--- config.mk ---
export PLATFORM = sky130hd
export DESIGN_NAME = status_type2_merger
export DESIGN_NICKNAME = d
export VERILOG_FILES = /design/src/rtl/status_pkg.sv /design/src/rtl/status_sync_fifo.sv /design/src/rtl/status_type2_merger.sv
export SDC_FILE = /design/constraint.sdc
export NUM_CORES = 2
export LEC_CHECK = 0
export BUFFER_PORTS_ARGS = -buffer_cell sky130_fd_sc_hd__buf_2
export CAP_MARGIN = 30
export CELL_PAD_IN_SITES_DETAIL_PLACEMENT = 0
export CELL_PAD_IN_SITES_GLOBAL_PLACEMENT = 1
export CORE_MARGIN = 2
export CORE_UTILIZATION = 48
export CTS_CLUSTER_DIAMETER = 120
export DETAILED_ROUTE_END_ITERATION = 8
export PLACE_DENSITY_LB_ADDON = 0.1
export SLEW_MARGIN = 20
export SYNTH_ARGS = -nofsm -noshare
export SYNTH_HDL_FRONTEND = slang
export SYNTH_SLANG_ARGS = --single-unit
--- constraint.sdc ---
create_clock -name clk -period 3.4 [get_ports clk]
set_input_delay 0.51 -clock clk [delete_from_list [all_inputs] [get_ports clk]]
set_output_delay 0.51 -clock clk [all_outputs]
set_load 0.01 [all_outputs]
--- src/rtl/status_pkg.sv ---
// Shared constants and entry layout for the type-2 status merger.
// Entry is {id, info}: id names the source channel of the status word.
package status_pkg;

    localparam int STATUS_W = 64;
    localparam int NUM_CH   = 4;
    localparam int ID_W     = 2;

    typedef struct packed {
        logic [ID_W-1:0]     id;
        logic [STATUS_W-1:0] info;
    } status_entry_t;

endpackage

--- src/rtl/status_sync_fifo.sv ---
// Show-ahead synchronous FIFO, async active-low reset.
// Ports: push/wdata in, pop in, rdata (head, 0 when empty), full, empty, count.
module status_sync_fifo #(
    parameter  int WIDTH = 66,
    parameter  int DEPTH = 8,
    localparam int AW    = $clog2(DEPTH),
    localparam int CW    = AW + 1
) (
    input  logic             clk,
    input  logic             rst_n,
    input  logic             push,
    input  logic [WIDTH-1:0] wdata,
    input  logic             pop,
    output logic [WIDTH-1:0] rdata,
    output logic             full,
    output logic             empty,
    output logic [CW-1:0]    count
);

    logic [WIDTH-1:0] r_mem [DEPTH];
    logic [AW-1:0]    r_wr;
    logic [AW-1:0]    r_rd;
    logic [CW-1:0]    r_count;
    logic             w_pop;
    logic             w_push;

    assign empty = (r_count == '0);
    assign full  = (r_count == CW'(DEPTH));
    assign count = r_count;

    // A full FIFO still accepts a write when the head leaves on the same edge.
    assign w_pop  = pop & ~empty;
    assign w_push = push & (~full | w_pop);

    // Head is forced to zero while empty so nothing stale is ever visible.
    assign rdata = empty ? '0 : r_mem[r_rd];

    always_ff @(posedge clk or negedge rst_n) begin
        if (!rst_n) begin
            r_wr    <= '0;
            r_rd    <= '0;
            r_count <= '0;
            for (int i = 0; i < DEPTH; i++) begin
                r_mem[i] <= '0;
            end
        end else begin
            if (w_push) begin
                r_mem[r_wr] <= wdata;
                r_wr        <= r_wr + AW'(1);
            end
            if (w_pop) begin
                r_rd <= r_rd + AW'(1);
            end
            unique case ({w_push, w_pop})
                2'b10:   r_count <= r_count + CW'(1);
                2'b01:   r_count <= r_count - CW'(1);
                default: r_count <= r_count;
            endcase
        end
    end

endmodule

--- src/rtl/status_type2_merger.sv ---
// Captures up to four type-2 status words, drains them round-robin into a tagged FIFO.
// Ports: info/valid_type2_id0..3 in, module2_busy out, out_info/out_id/out_valid out, out_ready in.
module status_type2_merger
    import status_pkg::*;
#(
    parameter int DATA_W     = STATUS_W,
    parameter int FIFO_DEPTH = 8
) (
    input  logic              clk,
    input  logic              rst_n,
    input  logic [DATA_W-1:0] info_type2_id0,
    input  logic [DATA_W-1:0] info_type2_id1,
    input  logic [DATA_W-1:0] info_type2_id2,
    input  logic [DATA_W-1:0] info_type2_id3,
    input  logic              valid_type2_id0,
    input  logic              valid_type2_id1,
    input  logic              valid_type2_id2,
    input  logic              valid_type2_id3,
    output logic              module2_busy,
    output logic [DATA_W-1:0] out_info,
    output logic [ID_W-1:0]   out_id,
    output logic              out_valid,
    input  logic              out_ready
);

    localparam int EW = ID_W + DATA_W;
    localparam int CW = $clog2(FIFO_DEPTH) + 1;

    logic [DATA_W-1:0] r_data [NUM_CH];
    logic [NUM_CH-1:0] r_occ;
    logic [ID_W-1:0]   r_rr;
    logic              r_busy;

    logic [DATA_W-1:0] w_info [NUM_CH];
    logic [NUM_CH-1:0] w_vld;
    logic [NUM_CH-1:0] w_occ_nxt;
    logic [ID_W-1:0]   w_gnt;
    logic              w_any;
    logic              w_push;
    logic              w_pop;
    logic              w_full;
    logic              w_empty;
    logic [EW-1:0]     w_wdata;
    logic [EW-1:0]     w_rdata;
    logic [CW-1:0]     w_count;
    logic              w_unused;

    assign w_info[0] = info_type2_id0;
    assign w_info[1] = info_type2_id1;
    assign w_info[2] = info_type2_id2;
    assign w_info[3] = info_type2_id3;
    assign w_vld     = {valid_type2_id3, valid_type2_id2,
                        valid_type2_id1, valid_type2_id0};

    // First occupied slot at or after r_rr; descending scan lets the
    // smallest offset win.
    always_comb begin
        w_gnt = r_rr;
        w_any = 1'b0;
        for (int i = NUM_CH - 1; i >= 0; i--) begin
            if (r_occ[r_rr + ID_W'(i)]) begin
                w_gnt = r_rr + ID_W'(i);
                w_any = 1'b1;
            end
        end
    end

    assign w_pop   = ~w_empty & out_ready;
    assign w_push  = w_any & (~w_full | w_pop);
    assign w_wdata = {w_gnt, r_data[w_gnt]};

    // Capture only happens while not busy, i.e. with every slot already empty.
    always_comb begin
        w_occ_nxt = r_occ;
        if (w_push) begin
            w_occ_nxt[w_gnt] = 1'b0;
        end
        if (!r_busy) begin
            w_occ_nxt = w_occ_nxt | w_vld;
        end
    end

    always_ff @(posedge clk or negedge rst_n) begin
        if (!rst_n) begin
            r_occ  <= '0;
            r_rr   <= '0;
            r_busy <= 1'b0;
            for (int c = 0; c < NUM_CH; c++) begin
                r_data[c] <= '0;
            end
        end else begin
            r_occ  <= w_occ_nxt;
            r_busy <= |w_occ_nxt;
            if (w_push) begin
                r_rr <= w_gnt + ID_W'(1);
            end
            for (int c = 0; c < NUM_CH; c++) begin
                if (!r_busy && w_vld[c]) begin
                    r_data[c] <= w_info[c];
                end
            end
        end
    end

    status_sync_fifo #(
        .WIDTH (EW),
        .DEPTH (FIFO_DEPTH)
    ) u_fifo (
        .clk   (clk),
        .rst_n (rst_n),
        .push  (w_push),
        .wdata (w_wdata),
        .pop   (w_pop),
        .rdata (w_rdata),
        .full  (w_full),
        .empty (w_empty),
        .count (w_count)
    );

    assign w_unused     = ^w_count;
    assign module2_busy = r_busy;
    assign out_valid    = ~w_empty;
    assign out_id       = w_rdata[EW-1 -: ID_W];
    assign out_info     = w_rdata[DATA_W-1:0];

endmodule
==> impl_metrics.json <==
{
  "status": "finished, final reports clean",
  "hold_viol_final": 0,
  "timing.fmax_mhz": 314,
  "crit_required_ns": 2.89,
  "routed_wl_um": 86100,
  "fin_crit_sh_pct": 93.6,
  "dieArea_mm2": 0.0751,
  "vias": 22870,
  "clock_sinks": 801,
  "tritoncts": "built",
  "max-vdd-ir-drop_v": 0.000917,
  "crit_type": "reg2out",
  "first_iter_violations": 1624,
  "cpPeakStageDelay_ns": 0.66,
  "period_needed_ns": 3.18,
  "grt_overflow": 0,
  "ant_nets": 0,
  "hp-class": "in2reg",
  "fin_setup_tns_ns": 0,
  "worst_pin_slew_ns": 0.893,
  "grt_max_degree": 117,
  "core_area_mm2": 0.0726,
  "utilization_pct": 56.3,
  "area_delta_synth_final_pct": 16.8,
  "via_per_inst": 5.49,
  "rows": 99,
  "p_leak_nw": 18.9,
  "synthArstFlopShare_pct": 100,
  "firstDrtPassIters": 5,
  "grt_usage_pct": 23.5,
  "place.gp.congestion": 0.758,
  "cts_resized": 0,
  "critPathMaxFanout": 16,
  "yosys_register_bits": 801,
  "drc": 0,
  "cts.clk_slew.worst_paths_ns": 0.06,
  "port_buffers": 330,
  "grt_pass1_vias": 24281,
  "syn_area_mm2": 0.0350,
  "cp-end-kind": "primary output",
  "syn_nets": 3134,
  "pin_count": 331,
  "grt_pass1_wl_um": 138000,
  "ys_types": 41,
  "design_area_mm2": 0.0409,
  "die_width_um": 274,
  "clk_latency_ns": 0.62,
  "cts-root-buf": "clkbuf_16",
  "dp_hpwl_um": 52500,
  "fp.dieH_um": 274,
  "yosys_warnings": 0,
  "synthCells": 2866,
  "htree_num_levels": 3,
  "crit_path_cell_trace": "buf_4 -> mux4_2 -> mux2i_1 -> nor2_1 -> buf_2",
  "initial_core_util_pct": 48.3,
  "post_drt_wl_per_cell_um": 20.7,
  "place_area_mm2": 0.0379,
  "whs_ns": 0.115,
  "antenna_cells": 0,
  "clockBufferDepth": 3,
  "drv_cap": 0,
  "nNetsFinal": 3404,
  "cts_setup_buffers": 0,
  "cts_buffers": 87,
  "synthFlopType": "dfrtp_1",
  "total_power_w": 0.0486,
  "antenna_found_initial": 0,
  "relSlewSlack_pct": 40.5,
  "syn_area_per_cell_um2": 12.2,
  "cp-start-kind": "register",
  "setup_violations": 0,
  "cp.arrival_ns": 2.67,
  "drv_slew": 0,
  "rsz0062_at_grt": "no",
  "synth_edf_count": 0,
  "powerDensity_mw_per_mm2": 1190,
  "drive_gt1_share_pct": 31.3,
  "clock_skew_ns": 0.0172,
  "slowest_stage": "dfrtp_4",
  "synth_seq_area_share_pct": 57.2
}
cell usage after synthesis, drive strengths merged (5+ instances only):
library cell | instances | share of area [%]
nand2 | 535 | 5.7
nor2b | 6 | 0.11
mux2i | 194 | 5.5
mux4 | 132 | 8.5
o21ai | 533 | 7.6
nor2 | 72 | 0.77
mux2 | 324 | 10
ha | 5 | 0.18
buf | 79 | 1.4
dfrtp | 801 | 57
clkbuf | 134 | 1.4
xor2 | 6 | 0.15
inv | 5 | 0.054
report_power, final:
group / leakage (nW) / total [W] / switching [W] / internal (W)
registers: 9.93 / 0.0166 / 0.00256 / 0.0141
clock network: 1.47 / 0.00961 / 0.00381 / 0.00580
logic: 7.55 / 0.0223 / 0.0126 / 0.00972
total: 18.9 / 0.0486 / 0.0190 / 0.0296
layer usage:
metal	part of all wire [%]	vias up	wire length, um	GRT usage, %
li1	-	10725	-	-
met1	44	11663	38100	32.2
met2	50	368	42700	39.3
met3	3.5	114	2980	3.15
met4	2.6	0	2280	7.24
met5	0	-	0	0
kinds of logic after synthesis:
group                    synth area share [%]
flip-flops                               57.2
AO/OA/AOI/OAI                            7.88
adder cells (fa/ha/maj)                 0.179
buffers and inverters                    2.90
XOR/XNOR                                0.250
multiplexers                             24.4
AND/OR/NAND/NOR                          7.11
final timing paths:
| path | startpoint | to | slack (ns) | depth (start not counted) |
|---|---|---|---|---|
| max | u_fifo.r_rd[0] | out_info[0] | 0.22 | 5 |
| min | info_type2_id2[2] | r_data[66] | 0.12 | 2 |
| max reg2reg | u_fifo.count[1] | u_fifo.count[2] | 0.77 | 10 |
| min reg2reg | u_fifo.r_mem[33] | u_fifo.r_mem[33] | 0.48 | 2 |
| max in group asynchronous | rst_n | u_fifo.r_mem[39] | 1.85 | 3 |
| min in group asynchronous | rst_n | r_data[198] | 0.46 | 2 |
cells in the final DEF (no fill, tap or decap), types with 3 or more instances in the layout:
master / netlist / layout
a21oi_1: 4 / 4
buf_12: 0 / 36
buf_2: 47 / 329
buf_4: 5 / 26
bufinv_16: 0 / 4
clkbuf_1: 134 / 23
clkbuf_16: 0 / 91
clkbuf_8: 0 / 27
clkinv_2: 0 / 12
dfrtp_1: 801 / 798
dfrtp_4: 0 / 3
ha_1: 5 / 5
inv_1: 5 / 5
inv_6: 0 / 3
mux2_2: 324 / 324
mux2i_1: 194 / 194
mux4_2: 132 / 132
nand2_1: 535 / 534
nor2_1: 72 / 72
nor2b_4: 0 / 4
nor3_1: 4 / 4
o21ai_0: 6 / 6
o21ai_1: 527 / 527
o31ai_1: 3 / 3
xnor2_1: 4 / 4
xor2_1: 6 / 6
registers in the layout, summed over array words and instances (netlist names):
signal / flops
module2_busy: 1
u_fifo.r_wr: 3
u_fifo.count: 4
u_fifo.r_rd: 3
u_fifo.r_mem: 528
r_occ: 4
r_data: 256
r_rr: 2
per-stage QoR:
step	instances	worst slack [ns]
4_1_cts	4167	0.130
5_1_grt	4168	0.0378
3_5_place_dp	4004	0.769
6_report	4168	0.217
3_3_place_gp	4003	0.766
2_1_floorplan	2866	0.815
timing repair:
item | CTS | global route
hold buffers | 1 | 0
hold endpoints to repair | 42 | 0
setup endpoints to repair | 0 | 0
layout make-up:
class | count | area [um^2]
timing repair buffer | 394 | 2620
tap | 959 | 1200
clock inverter | 21 | 225
clock buffer | 141 | 2740
sequential | 801 | 20100
multi-input combinational | 1847 | 14000
inverter | 5 | 18.8
fill | 6195 | 31700
critical path: cells and delay by family, from the launching register on:
family | cells | cell delay, ns
multiplexers | 2 | 0.71
buffers and inverters | 2 | 0.56
flip-flops | 1 | 0.66
AND/OR/NAND/NOR | 1 | 0.13
Power figures use the tool's default switching activity.
